File: src/rtl/dp_sequencer_if.sv
// Sequencer <-> datapath/instruction-memory bundle.
// master: the sequencer (drives pc, register addresses, ALU op, datapath controls, handshake outputs).
// slave : the datapath/memory side (drives instruction word, flags, in_valid, out_ready).
interface dp_sequencer_if #(
  parameter int unsigned M = 3,
  parameter int unsigned N = 8
) ();
  logic [7:0]   imem_addr;
  logic [15:0]  imem_data;
  logic         in_valid;
  logic         in_ready;
  logic         out_valid;
  logic         out_ready;
  logic         z_flag;
  logic         n_flag;
  logic         o_flag;
  logic [M-1:0] waddr;
  logic [M-1:0] ra;
  logic [M-1:0] rb;
  logic [2:0]   op;
  logic         ie;
  logic         write;
  logic         reada;
  logic         readb;
  logic         en;
  logic         oe;
  logic         bypassa;
  logic         bypassb;
  logic [N-1:0] offset;

  modport master (
    output imem_addr, in_ready, out_valid, waddr, ra, rb, op,
           ie, write, reada, readb, en, oe, bypassa, bypassb, offset,
    input  imem_data, in_valid, out_ready, z_flag, n_flag, o_flag
  );

  modport slave (
    input  imem_addr, in_ready, out_valid, waddr, ra, rb, op,
           ie, write, reada, readb, en, oe, bypassa, bypassb, offset,
    output imem_data, in_valid, out_ready, z_flag, n_flag, o_flag
  );
endinterface

File: src/rtl/dp_sequencer.sv
// Microsequencer: fetches 16-bit instructions, decodes them into datapath
// control, handles external in/out handshakes, branches and halt.
// Ports:
//   clk, rst   - single clock, synchronous active-high reset
//   start      - leave IDLE and begin fetching at pc
//   bus        - instruction memory, datapath controls/addresses, handshakes, flags
//   busy       - 1 in every state except IDLE and HALT
//   halted     - 1 while in HALT
module dp_sequencer #(
  parameter int unsigned M        = 3,
  parameter int unsigned N        = 8,
  parameter logic [2:0]  OP_ADD   = 3'b000,
  parameter logic [2:0]  OP_PASSA = 3'b111
) (
  input  logic            clk,
  input  logic            rst,
  input  logic            start,
  dp_sequencer_if.master  bus,
  output logic            busy,
  output logic            halted
);

  localparam logic [3:0] OPC_ADDI = 4'b1000;
  localparam logic [3:0] OPC_IN   = 4'b1001;
  localparam logic [3:0] OPC_OUT  = 4'b1010;
  localparam logic [3:0] OPC_JMP  = 4'b1011;
  localparam logic [3:0] OPC_BZ   = 4'b1100;
  localparam logic [3:0] OPC_BN   = 4'b1101;
  localparam logic [3:0] OPC_HALT = 4'b1111;

  typedef enum logic [2:0] {
    IDLE, FETCH, DECODE, EXEC, WAIT_IN, WAIT_OUT, HALT
  } state_t;

  state_t      state, state_next;
  logic [7:0]  pc, pc_next;
  logic [15:0] ir, ir_next;

  // Instruction fields
  logic [3:0] opc;
  logic [2:0] rd_f, ra_f, rb_f;
  logic [5:0] imm6;
  logic [7:0] tgt;

  assign opc  = ir[15:12];
  assign rd_f = ir[11:9];
  assign ra_f = ir[8:6];
  assign rb_f = ir[5:3];
  assign imm6 = ir[5:0];
  assign tgt  = ir[7:0];

  // Overflow flag has no consumer in this instruction set.
  logic unused_o_flag;
  assign unused_o_flag = bus.o_flag;

  // State, pc and instruction register
  always_ff @(posedge clk) begin
    if (rst) begin
      state <= IDLE;
      pc    <= 8'h00;
      ir    <= 16'h0000;
    end else begin
      state <= state_next;
      pc    <= pc_next;
      ir    <= ir_next;
    end
  end

  // Next-state, pc and ir update
  always_comb begin
    state_next = state;
    pc_next    = pc;
    ir_next    = ir;
    case (state)
      IDLE:   if (start) state_next = FETCH;
      FETCH:  state_next = DECODE;
      DECODE: begin
        ir_next    = bus.imem_data;
        pc_next    = pc + 8'd1;
        state_next = EXEC;
      end
      EXEC: begin
        state_next = FETCH;
        case (opc)
          OPC_IN:   state_next = WAIT_IN;
          OPC_OUT:  state_next = WAIT_OUT;
          OPC_HALT: state_next = HALT;
          OPC_JMP:  pc_next = tgt;
          OPC_BZ:   if (bus.z_flag) pc_next = tgt;
          OPC_BN:   if (bus.n_flag) pc_next = tgt;
          default:  ;
        endcase
      end
      WAIT_IN:  if (bus.in_valid)  state_next = FETCH;
      WAIT_OUT: if (bus.out_ready) state_next = FETCH;
      HALT:     state_next = HALT;
      default:  state_next = IDLE;
    endcase
  end

  // Datapath control decode; only WAIT_IN looks at an input (in_valid)
  always_comb begin
    bus.imem_addr = pc;
    bus.in_ready  = 1'b0;
    bus.out_valid = 1'b0;
    bus.waddr     = '0;
    bus.ra        = '0;
    bus.rb        = '0;
    bus.op        = 3'b000;
    bus.ie        = 1'b0;
    bus.write     = 1'b0;
    bus.reada     = 1'b0;
    bus.readb     = 1'b0;
    bus.en        = 1'b0;
    bus.oe        = 1'b0;
    bus.bypassa   = 1'b0;
    bus.bypassb   = 1'b0;
    bus.offset    = '0;
    busy          = (state != IDLE) && (state != HALT);
    halted        = (state == HALT);
    case (state)
      EXEC: begin
        if (!opc[3]) begin
          bus.ra    = M'(ra_f);
          bus.rb    = M'(rb_f);
          bus.reada = 1'b1;
          bus.readb = 1'b1;
          bus.op    = opc[2:0];
          bus.en    = 1'b1;
          bus.write = 1'b1;
          bus.waddr = M'(rd_f);
        end else if (opc == OPC_ADDI) begin
          bus.ra      = M'(ra_f);
          bus.reada   = 1'b1;
          bus.bypassb = 1'b1;
          bus.offset  = N'($signed(imm6));
          bus.op      = OP_ADD;
          bus.en      = 1'b1;
          bus.write   = 1'b1;
          bus.waddr   = M'(rd_f);
        end
      end
      WAIT_IN: begin
        bus.in_ready = 1'b1;
        bus.waddr    = M'(rd_f);
        bus.ie       = bus.in_valid;
        bus.write    = bus.in_valid;
      end
      WAIT_OUT: begin
        bus.ra        = M'(ra_f);
        bus.reada     = 1'b1;
        bus.op        = OP_PASSA;
        bus.oe        = 1'b1;
        bus.out_valid = 1'b1;
      end
      default: ;
    endcase
  end

endmodule

File: src/flat_wrapper.sv
// flat-port wrapper written by rule: the top's interface ports become plain ports
module dp_sequencer_flat 
#(
  parameter int unsigned M        = 3,
  parameter int unsigned N        = 8,
  parameter logic [2:0]  OP_ADD   = 3'b000,
  parameter logic [2:0]  OP_PASSA = 3'b111
)
  (clk, rst, start, busy, halted, bus_imem_addr, bus_in_ready, bus_out_valid, bus_waddr, bus_ra, bus_rb, bus_op, bus_ie, bus_write, bus_reada, bus_readb, bus_en, bus_oe, bus_bypassa, bus_bypassb, bus_offset, bus_imem_data, bus_in_valid, bus_out_ready, bus_z_flag, bus_n_flag, bus_o_flag);
  dp_sequencer_if #(.M(M), .N(N)) bus_i ();
  input  logic clk;
  input  logic rst;
  input  logic start;
  output logic busy;
  output logic halted;
  output wire logic [$bits(bus_i.imem_addr)-1:0] bus_imem_addr;
  output wire logic [$bits(bus_i.in_ready)-1:0] bus_in_ready;
  output wire logic [$bits(bus_i.out_valid)-1:0] bus_out_valid;
  output wire logic [$bits(bus_i.waddr)-1:0] bus_waddr;
  output wire logic [$bits(bus_i.ra)-1:0] bus_ra;
  output wire logic [$bits(bus_i.rb)-1:0] bus_rb;
  output wire logic [$bits(bus_i.op)-1:0] bus_op;
  output wire logic [$bits(bus_i.ie)-1:0] bus_ie;
  output wire logic [$bits(bus_i.write)-1:0] bus_write;
  output wire logic [$bits(bus_i.reada)-1:0] bus_reada;
  output wire logic [$bits(bus_i.readb)-1:0] bus_readb;
  output wire logic [$bits(bus_i.en)-1:0] bus_en;
  output wire logic [$bits(bus_i.oe)-1:0] bus_oe;
  output wire logic [$bits(bus_i.bypassa)-1:0] bus_bypassa;
  output wire logic [$bits(bus_i.bypassb)-1:0] bus_bypassb;
  output wire logic [$bits(bus_i.offset)-1:0] bus_offset;
  input wire logic [$bits(bus_i.imem_data)-1:0] bus_imem_data;
  input wire logic [$bits(bus_i.in_valid)-1:0] bus_in_valid;
  input wire logic [$bits(bus_i.out_ready)-1:0] bus_out_ready;
  input wire logic [$bits(bus_i.z_flag)-1:0] bus_z_flag;
  input wire logic [$bits(bus_i.n_flag)-1:0] bus_n_flag;
  input wire logic [$bits(bus_i.o_flag)-1:0] bus_o_flag;
  assign bus_imem_addr = bus_i.imem_addr;
  assign bus_in_ready = bus_i.in_ready;
  assign bus_out_valid = bus_i.out_valid;
  assign bus_waddr = bus_i.waddr;
  assign bus_ra = bus_i.ra;
  assign bus_rb = bus_i.rb;
  assign bus_op = bus_i.op;
  assign bus_ie = bus_i.ie;
  assign bus_write = bus_i.write;
  assign bus_reada = bus_i.reada;
  assign bus_readb = bus_i.readb;
  assign bus_en = bus_i.en;
  assign bus_oe = bus_i.oe;
  assign bus_bypassa = bus_i.bypassa;
  assign bus_bypassb = bus_i.bypassb;
  assign bus_offset = bus_i.offset;
  assign bus_i.imem_data = bus_imem_data;
  assign bus_i.in_valid = bus_in_valid;
  assign bus_i.out_ready = bus_out_ready;
  assign bus_i.z_flag = bus_z_flag;
  assign bus_i.n_flag = bus_n_flag;
  assign bus_i.o_flag = bus_o_flag;
  dp_sequencer #(.M(M), .N(N), .OP_ADD(OP_ADD), .OP_PASSA(OP_PASSA)) u_core (.clk(clk), .rst(rst), .start(start), .bus(bus_i), .busy(busy), .halted(halted));
endmodule
File: config.mk
export PLATFORM = sky130hd
export DESIGN_NAME = dp_sequencer_flat
export DESIGN_NICKNAME = d
export VERILOG_FILES = /design/src/rtl/dp_sequencer_if.sv /design/src/rtl/dp_sequencer.sv /design/src/flat_wrapper.sv
export SDC_FILE = /design/constraint.sdc
export NUM_CORES = 1
export LEC_CHECK = 0
export ABC_AREA = 1
export BUFFER_PORTS_ARGS = -buffer_cell sky130_fd_sc_hd__buf_2
export CAP_MARGIN = 20
export CORE_ASPECT_RATIO = 1.2
export CORE_MARGIN = 1.5
export CORE_UTILIZATION = 25
export CTS_BUF_LIST = sky130_fd_sc_hd__clkbuf_8
export DETAILED_ROUTE_END_ITERATION = 12
export PLACE_DENSITY_LB_ADDON = 0.08
export SYNTH_ARGS = -nofsm -noshare
export SYNTH_HDL_FRONTEND = slang
export SYNTH_SLANG_ARGS = --single-unit
File: constraint.sdc
create_clock -name clk -period 1.91 [get_ports clk]
set_input_delay 0.2865 -clock clk [delete_from_list [all_inputs] [get_ports clk]]
set_output_delay 0.2865 -clock clk [all_outputs]
set_load 0.03 [all_outputs]
### After elaboration in Yosys (flattened, before gate mapping)

Cells that the tools add are included.

| storage, ports and cells | value |
|---|---|
| input port bits | 24 |
| word-level logic and storage cells | 64 |
| output and inout port bits | 40 |
| register bits after elaboration | 27 |

| operators by class | value |
|---|---|
| reductions and logical operators | 6 |
| eq/ne operators | 20 |
| mux-type cells | 34 |
| $add $sub $neg | 1 |

Operators by type and width:

| kind | number |
|---|---|
| $mux 8 | 5 |
| $mux 3 | 10 |
| $eq 4x4->1 const B | 7 |
| $pmux 8 s3 | 1 |
| $pmux 3 s7 | 1 |
| $pmux 3 s2 | 3 |
| $pmux 8 s2 | 1 |
| $mux 1 | 10 |
| $eq 3x3->1 const B | 3 |
| $ne 3x3->1 const B | 3 |
| $pmux 3 s3 | 1 |
| $add 8x1->8 const B | 1 |
| $eq 3x2->1 const B | 2 |
| $ne 2x2->1 const B | 3 |
| $ne 4x4->1 const B | 1 |
| $pmux 1 s2 | 2 |
| $reduce_and 4->1 | 1 |
| $eq 3x1->1 const B | 1 |
| $logic_not 3->1 | 1 |
| $reduce_and 3->1 | 1 |
| $reduce_bool 3->1 | 1 |
| $reduce_bool 2->1 | 1 |
| $logic_and 1x1->1 | 1 |

### Longest topological paths before layout

Gate-level depths: netlist (run 1).

| depth | value |
|---|---|
| depth in word-level cells | 4 |
| gate-level depth with buffers | 9 |
| gate-level depth less buffers | 9 |

### Least setup slack after synthesis (run 1)

OpenSTA, ideal clock, no wires.

| timing path | value |
|---|---|
| path kind | register to output |
| from | register u_core.state[0] |
| to | output port bus_op[0] |
| slack | -0.192 ns |
| required time | 1.623 ns |
| stages on the path, launching flop included | 7 |
| buffers on the path | 0 |
| arrival | 1.815 ns |
| cells stage by stage | dfxtp_1 -> nand2_2 -> nor2_4 -> inv_2 -> nor2_2 -> inv_2 -> o21ai_0 |

| between the ends | value |
|---|---|
| longest elaborated chain between the ends | 2 |
| elaborated cells on any way between the ends | 3 |
| those cells by class | eq/ne: 2; mux: 1 |

Ends and longest elaborated chain:

| what | RTL line | RTL |
|---|---|---|
| from (decl) | dp_sequencer.sv:35 | `state_t state, state_next;` |
| from (signal assigned) | dp_sequencer.sv:63 | `state <= state_next;` |
| $eq 3x3->1 or $eq 3x2->1 (tied branches) | dp_sequencer.sv:121 | `case (state)` |
| $pmux 3 s2 * | dp_sequencer.sv:121 |  |
| to (decl) | flat_wrapper.sv:22 | `output wire logic [$bits(bus_i.op)-1:0] bus_op;` |

Mark *: on every way between the ends. The rest lies on a longest branch, timed or not.

### Final worst setup path (run 1)

| timing path | value |
|---|---|
| from | register u_core.state[1] |
| to | output port bus_reada |

| between the ends | value |
|---|---|
| longest elaborated chain between the ends | 2 |
| elaborated cells on any way between the ends | 3 |
| those cells by class | eq/ne: 2; mux: 1 |

Ends and longest elaborated chain:

| what | RTL line | RTL |
|---|---|---|
| $eq 3x3->1 or $eq 3x2->1 (tied branches) | dp_sequencer.sv:121 |  |
| $pmux 1 s2 * | dp_sequencer.sv:121 |  |
| to (decl) | flat_wrapper.sv:25 | `output wire logic [$bits(bus_i.reada)-1:0] bus_reada;` |

Marked as above.

==> results.cfg, run 1 <==
[detailed_routing]
drcViolationCount = 0
routedWlPerCell_um = 11.9
finalWirelength_mm = 4.94
detail_route.vias_per_cell = 4.34
drt-initial-drc-count = 87
final_antenna_net_count = 0
dr.pass1.iters = 4
num_vias = 1801

[setup_path]
max_stage_delay_ns = 0.36
cp_slowest_cell = dfxtp_4
path_cells = buf_4 -> inv_1 -> nand3_1 -> inv_1 -> nor2_4 -> inv_1 -> clkbuf_4
crit_buf_inv = 5
crit_family = buffers and inverters
worstSetupPathType = flop to output port
end_kind = output port
crit_top_cell = inv_1
cp_max_fo = 4
crit_arrival_ns = 1.54
r2r_slack_ns = 0.21
critPathLaunchType = flop
critPathRequiredTime_ns = 1.62

[global_routing]
antenna_found_initial = 0
grtUsageTotal = 0.141
first_global_vias = 1735
grt_max_degree = 30
grt_pass1_wl_mm = 8.02
grt-ovfl-total = 0

[timing]
post-route-min-period_ns = 1.83
worst_slack_ns = 0.0829
fin_crit_sh = 0.957
finalSetupViolCount = 0
skew_ns = 0.00247
slew_viol_final = 0
report.final.hold_viol_count = 0
rsz0062_at_grt = false
max_freq_mhz = 547

[power]
p_seq_frac = 0.452
power_density_mw_per_mm2 = 632
swShare = 0.362
p_switching_mw = 0.529
p_leak_nw = 1.12
p_clk_frac = 0.244
finalPower_mw = 1.46
share_comb_of_total_power = 0.304
ir_drop_mv = 0.287
intPower_mw = 0.931

[clock_tree]
clock_sinks = 27
cts_buffer_depth = 2
cts_max_level = 1
cts_buffers = 3
clk_latency_ns = 0.28
clk_pin_slew_ns = 0.10
cts_tree = done
cts-hold-fix-buffers = 0
cts_root_buf = clkbuf_8

[floorplanning]
die_area_mm2 = 0.00723
rows = 32
start_util = 0.259
die_x_um = 77.9
die_y_um = 92.8
core_mm2 = 0.00649
io_pins = 64

[flow_run]
maxCapViolCount = 0

[final_layout]
drive_above_1_share = 0.382
nets = 356
seq_area_um2 = 546
fill_cells = 760
multiInputGateArea_um2 = 960
area_growth_pct = 37.3
antenna_cells = 0

[synth]
ys_ff_latch = 27
ys_types = 30
synth_area_per_cell_um2 = 6.52
ys_seq_area_frac = 0.321
synthCells = 258
synth_area_mm2 = 0.00168
syn_nets = 283
yosysWarnings = 0

[placement]
dp_hpwl_mm = 3.83
io_buffers = 61
gp_congestion = 0.792
pre_cts_slack_ns = 0.102

[outcome]
status = finished clean

[worst_hold_path]
hold_path_class = input port to flop
[worst register-to-register path: stages, from the launching register on]
cell and delay (ns):
dfxtp_4 0.36, nand2_2 0.05, nor2_4 0.15, inv_2 0.08, buf_4 0.14, buf_4 0.12, buf_4 0.12, buf_4 0.12
buf_4 0.16, nand3_1 0.08, o21ai_0 0.09, nor2_2 0.12, nor2_2 0.03
[kinds of logic after synthesis]
| group | count (synthesis) | share of synthesized area |
|---|---|---|
| buffers and inverters | 54 | 0.141 |
| adders and majority gates | 1 | 0.00744 |
| AOI/OAI and AO/OA | 50 | 0.153 |
| other | 1 | 0.00223 |
| DFF | 27 | 0.321 |
| and+or+nand+nor | 125 | 0.375 |
[area by class of cell]
| cell class | count | area share |
|---|---|---|
| inverter | 43 | 0.0721 |
| clock buffer | 3 | 0.0179 |
| timing repair buffer | 79 | 0.209 |
| multi-input combinational | 177 | 0.416 |
| tap | 85 | 0.0461 |
| clock inverter | 1 | 0.00325 |
| sequential | 27 | 0.236 |
[layout by cell type (no fill, tap or decap), types with 2 or more instances in the layout]
master     n
buf_2     54
nand2_1   45
inv_1     38
o21ai_0   25
dfxtp_1   25
a21oi_1   21
nand3_1   20
nor2_1    19
buf_4     18
nor2_2    15
nor2_4    11
nand2_2    4
inv_2      3
clkbuf_8   3
clkbuf_4   3
buf_6      3
inv_4      2
nand3b_1   2
nand3_2    2
[power by group through the flow]
stage	sequential [mW]	clock (mW)	combinational (mW)
final	0.660	0.356	0.443
after global routing	0.669	0.388	0.499
after CTS	0.661	0.374	0.435
after detailed placement	0.677	0	0.411
after global placement	0.677	0	0.412
after floorplan	0.704	0	0.265
[state kept, by name, summed over array words and instances (netlist names)]
register,flops
u_core.ir,16
u_core.bus.imem_addr,8
u_core.state,3
[repair_timing]
item / CTS / global route
pin swaps: 1 / 5
hold endpoints to repair: 0 / 0
setup endpoints to repair: 17 / 14
gates resized for setup: 10 / 18
setup buffers: 9 / 0
[Yosys cell counts, drive strengths merged]
library cell	n	area, µm²
nand2	50	203
nor2	45	239
inv	43	164
dfxtp	27	541
o21ai	26	130
nand3	23	138
a21oi	21	105
buf	8	62.6
clkbuf	3	11.3
nand3b	2	15.0
nand4	2	18.8
conb	1	3.75
ha	1	12.5
nor3	1	5.00
nor4	1	6.26
o21bai	1	7.51
o22ai	1	6.26
o31ai	1	7.51
or2	1	6.26
[routing by layer]
| layer | global-route usage | up-vias | routed length [µm] |
|---|---|---|---|
| met5 | 0 | - | 0 |
| met4 | 0.0364 | 0 | 30 |
| met3 | 0.0217 | 2 | 206 |
| met2 | 0.238 | 36 | 2370 |
| met1 | 0.185 | 804 | 2330 |
| li1 | - | 959 | - |
[through the flow]
step           hold slack (ns)  setup TNS (ns)  instance area (µm²)   util  std cells
2_1_floorplan            0.356          -0.190                 1690      -        258
3_3_place_gp             0.446               0                 2130  0.328        404
3_5_place_dp             0.444               0                 2130  0.328        404
4_1_cts                  0.230               0                 2270  0.350        417
5_1_grt                  0.233               0                 2310  0.356        415
6_report                 0.233               0                 2310  0.356        415
[final timing paths]
kind | from | to | cells after the start
setup / recovery | u_core.state[1] | bus_reada | 7
hold / removal | rst | u_core.state[1] | 2
setup reg to reg | u_core.state[1] | u_core.bus.imem_addr[4] | 12
hold reg to reg | u_core.ir[11] | u_core.ir[11] | 2
Note: power is estimated with default switching activity, not from simulation.
==> run 2, diff against run 1 <==
CORE_UTILIZATION = 30   (was 25)
RECOVER_POWER = 50   (was not set)
REMOVE_ABC_BUFFERS = 1   (was not set)
==> run 2 against run 1 <==
Net effect: die area decreased by 16%; combinational power decreased by 9.0%; largest cell class unchanged; total power decreased by 3.9%; sequential share of layout area increased by 1.6 points; cell count decreased by 6.7%; sequential power increased by 1%; critical path type unchanged; highest routed layer unchanged; global-route usage increased by 1.3 points.
==> results.cfg, run 2 (synthesized netlist as in run 1, its figures left out) <==
[outcome]
status = finished clean

[detailed_routing]
drt-initial-drc-count = 83
dr.pass1.iters = 4
detail_route.vias_per_cell = 4.56
drcViolationCount = 0
routedWlPerCell_um = 11.9
final_antenna_net_count = 0
num_vias = 1763
finalWirelength_mm = 4.61

[final_layout]
antenna_cells = 0
registers.top_by_ff_count = u_core.ir
area_growth_pct = 29.3
final_common_cell = nand2_1
largest_reg_flops = 16
nets = 351
drive_above_1_share = 0.323
finalInstanceArea_mm2 = 0.00217
final_cell_mix = nand2_1, buf_2, inv_1, o21ai_0

[setup_path]
critPathLaunchType = flop
crit_arrival_ns = 1.53
critPathRequiredTime_ns = 1.62
worstSetupPathType = flop to output port
crit_buf_inv = 3
end_kind = output port
path_depth = 9
path_cells = nand2_4 -> nor2_4 -> inv_2 -> nor2_4 -> inv_4 -> nand2_4 -> nor2_4 -> nor2_2 -> buf_6
crit_family = simple AND/OR/NAND/NOR gates
max_stage_delay_ns = 0.38
crit_top_cell = nor2_4
cp_slowest_cell = dfxtp_4
rr_worst_depth = 10
cp_max_fo = 6

[floorplanning]
die_area_mm2 = 0.00607
die_y_um = 85.0
core_mm2 = 0.00533
io_pins = 64
die_x_um = 71.3
rows = 29
start_util = 0.315

[timing]
tns_ns = 0
slew_viol_final = 0
report.final.hold_viol_count = 0
skew_ns = 0.00413
rsz0062_at_grt = true
fin_hold_ws_ns = 0.209
post-route-min-period_ns = 1.81
max_freq_mhz = 551
finalSetupViolCount = 0
fin_crit_sh = 0.950

[global_routing]
grt_max_degree = 40
grt_pass1_wl_mm = 7.51
grt-ovfl-total = 0
grtUsageTotal = 0.154
antenna_found_initial = 0
first_global_vias = 1641

[clock_tree]
clk_pin_slew_ns = 0.10
cts_buffers = 3
clock_sinks = 27
cts_root_buf = clkbuf_8
clk_latency_ns = 0.27
cts_buffer_depth = 2
cts_tree = done
cts_max_level = 1

[power]
power_density_mw_per_mm2 = 645
ir_drop_mv = 0.256
p_leak_nw = 1.07

[placement]
dp_hpwl_mm = 3.46
io_buffers = 61
dpl-instance-area_mm2 = 0.00204
gp_congestion = 0.761

[worst_hold_path]
hold_path_class = input port to flop
holdPathStages = 2

[flow_run]
maxCapViolCount = 0
-- run 2: path summary, 6_finish.rpt --
path | end | from | slack [ns]
worst max-delay path | bus_ra[0] | u_core.state[1] | 0.1
worst min-delay path | u_core.state[1] | rst | 0.21
worst min register to register | u_core.ir[9] | u_core.ir[9] | 0.46
worst max register to register | u_core.bus.imem_addr[3] | u_core.ir[12] | 0.24
-- run 2: layer usage --
layer	track usage	vias up	routed length [µm]
met5	0	-	0
li1	-	945	-
met3	0.0238	2	202
met4	0.0412	0	24
met1	0.188	779	2070
met2	0.277	37	2320
-- run 2: stage by stage --
stage	setup WS [ns]	utilization	instances	power (mW)
4_1_cts	0.0183	0.399	383	1.41
3_3_place_gp	0.216	0.383	377	1.07
5_1_grt	-0.0151	0.408	387	1.50
2_1_floorplan	-0.392	-	247	0.951
6_report	0.0963	0.408	387	1.40
3_5_place_dp	0.193	0.383	377	1.07
-- run 2: final cells by class --
| cell class | instances | area, µm² |
|---|---|---|
| Multi-Input combinational cell | 177 | 921 |
| Clock buffer | 3 | 41.3 |
| Inverter | 43 | 166 |
| Tap cell | 62 | 77.6 |
| Timing Repair Buffer | 74 | 415 |
| Sequential cell | 27 | 549 |
| Clock inverter | 1 | 3.75 |
| Fill cell | 582 | 3160 |
-- run 2: what timing repair did --
action / 4_1_cts / 5_1_grt
hold buffers: 0 / 0
setup endpoints to repair: 14 / 14
gates resized for setup: 9 / 15
buffers inserted: 2 / 4
pin swaps: 1 / 5
-- run 2: report_power, final --
part           total [mW]  internal, mW  leakage [nW]  switching, mW
sequential          0.667         0.621         0.222         0.0460
clock               0.333         0.144        0.0269          0.189
combinational       0.403         0.140         0.819          0.263
==> run 3, diff against run 2 <==
REMOVE_ABC_BUFFERS = not set   (was 1)
clock period = 2.2 ns   (was 1.91 ns; I/O delays follow)
==> run 3 against run 2 <==
Net effect: sequential cell count did not move; worst hold slack gained 0.042 ns; first-iteration DRC count down 36%; final area decreased by 6.3%; utilization down 2.6 points; combinational power is 20% lower; register-to-register slack better by 0.20 ns; worst setup slack better by 0.12 ns; routed wire length is 3.3% lower; cell count decreased by 2.3%; clock-buffer cell count unchanged; critical path depth is the same; critical endpoint is now bus_waddr[0]; largest cell class unchanged.
==> results.cfg, run 3 (synthesized netlist as in run 1, its figures left out) <==
[clock_tree]
clock_sinks = 27
cts_buffers = 3
cts_resized = 0
cts-hold-fix-buffers = 0
clk_pin_slew_ns = 0.10
cts_tree = done
cts_buffer_depth = 2
clk_latency_ns = 0.28
cts_max_level = 1
cts_root_buf = clkbuf_8
cts_setup_buffers = 0

[power]
intPower_mw = 0.769
p_switching_mw = 0.428
p_seq_frac = 0.486
ir_drop_mv = 0.180
p_clk_frac = 0.246
swShare = 0.358
power_density_mw_per_mm2 = 587
p_leak_nw = 0.998
finalPower_mw = 1.20
share_comb_of_total_power = 0.268

[detailed_routing]
final_antenna_net_count = 0
num_vias = 1715
drcViolationCount = 0
dr.pass1.iters = 4
routedWlPerCell_um = 11.8
detail_route.vias_per_cell = 4.54
finalWirelength_mm = 4.46
drt-initial-drc-count = 53

[timing]
report.final.hold_viol_count = 0
max_freq_mhz = 503
post-route-min-period_ns = 1.99
rsz0062_at_grt = false
tns_ns = 0
skew_ns = 0.00869
fin_hold_ws_ns = 0.251
fin_crit_sh = 0.904
worst_slack_ns = 0.212
slew_viol_final = 0
finalSetupViolCount = 0

[placement]
io_buffers = 61
gp_congestion = 0.813
pre_cts_slack_ns = 0.414
dpl-instance-area_mm2 = 0.00202
dp_hpwl_mm = 3.47
place_inst = 374

[final_layout]
antenna_cells = 0
largest_reg_flops = 16
fill_cells = 637
finalInstanceArea_mm2 = 0.00204
fin_util = 0.382
final_cells = 378
seq_area_um2 = 543
multiInputGateArea_um2 = 891
drive_above_1_share = 0.275
final_common_cell = buf_2
final_cell_mix = buf_2, nand2_1, inv_1, nor2_1, o21ai_0
registers.top_by_ff_count = u_core.ir
nets = 342
area_growth_pct = 21.2

[floorplanning]
die_x_um = 71.3
io_pins = 64
rows = 29
start_util = 0.315
core_mm2 = 0.00533
die_y_um = 85.0
die_area_mm2 = 0.00607

[worst_hold_path]
holdPathStages = 2
hold_path_class = input port to flop

[outcome]
status = finished clean

[setup_path]
end_kind = output port
rr_worst_depth = 6
cp_max_fo = 10
crit_arrival_ns = 1.66
critPathLaunchType = flop
critPathRequiredTime_ns = 1.87
worstSetupPathType = flop to output port

[global_routing]
grtUsageTotal = 0.150
grt_pass1_wl_mm = 7.31
first_global_vias = 1582
antenna_found_initial = 0
grt-ovfl-total = 0
grt_max_degree = 30

[flow_run]
maxCapViolCount = 0
run 3: cell count changes in the layout (fill, tap and decap cells not counted), moves of 2 or more:
cell,before,now
buf_2,44,50
buf_4,19,3
clkbuf_1,9,12
dfxtp_4,2,0
nor2_1,24,28
nor2_4,6,3
run 3: power by group through the flow:
stage / combinational [mW] / clock (mW) / sequential, mW
floorplan: 0.228 / 0 / 0.611
global placement: 0.331 / 0 / 0.593
detailed placement: 0.333 / 0 / 0.593
CTS: 0.334 / 0.301 / 0.581
global route: 0.364 / 0.324 / 0.590
finish: 0.321 / 0.294 / 0.582
run 3: final timing paths:
check | start | to | slack [ns]
setup / recovery | u_core.state[0] | bus_waddr[0] | 0.21
hold / removal | rst | u_core.state[1] | 0.25
setup reg to reg | u_core.state[2] | u_core.ir[2] | 0.44
hold reg to reg | u_core.ir[8] | u_core.ir[8] | 0.46
run 3: final cells by class:
type,instances,area share
inverter,43,0.0804
timing repair buffer,65,0.156
tap,62,0.0381
clock buffer,3,0.0203
clock inverter,1,0.00184
multi-input combinational,177,0.437
sequential,27,0.266
run 3: per-layer routing:
layer	global-route usage	part of all wire	wire (µm)
met5	0	0	0
met4	0.0497	0.0094	42
met3	0.0226	0.041	185
met2	0.250	0.46	2040
met1	0.198	0.49	2200
run 3: worst max-delay path: stages, from the launching register on:
cell and delay, ns:
dfxtp_2 0.39, nand2_2 0.08, nor2_4 0.14, inv_2 0.11, nor2_2 0.13, inv_2 0.10
nand2_4 0.08, nor2_1 0.07, nor2_1 0.08, buf_2 0.19
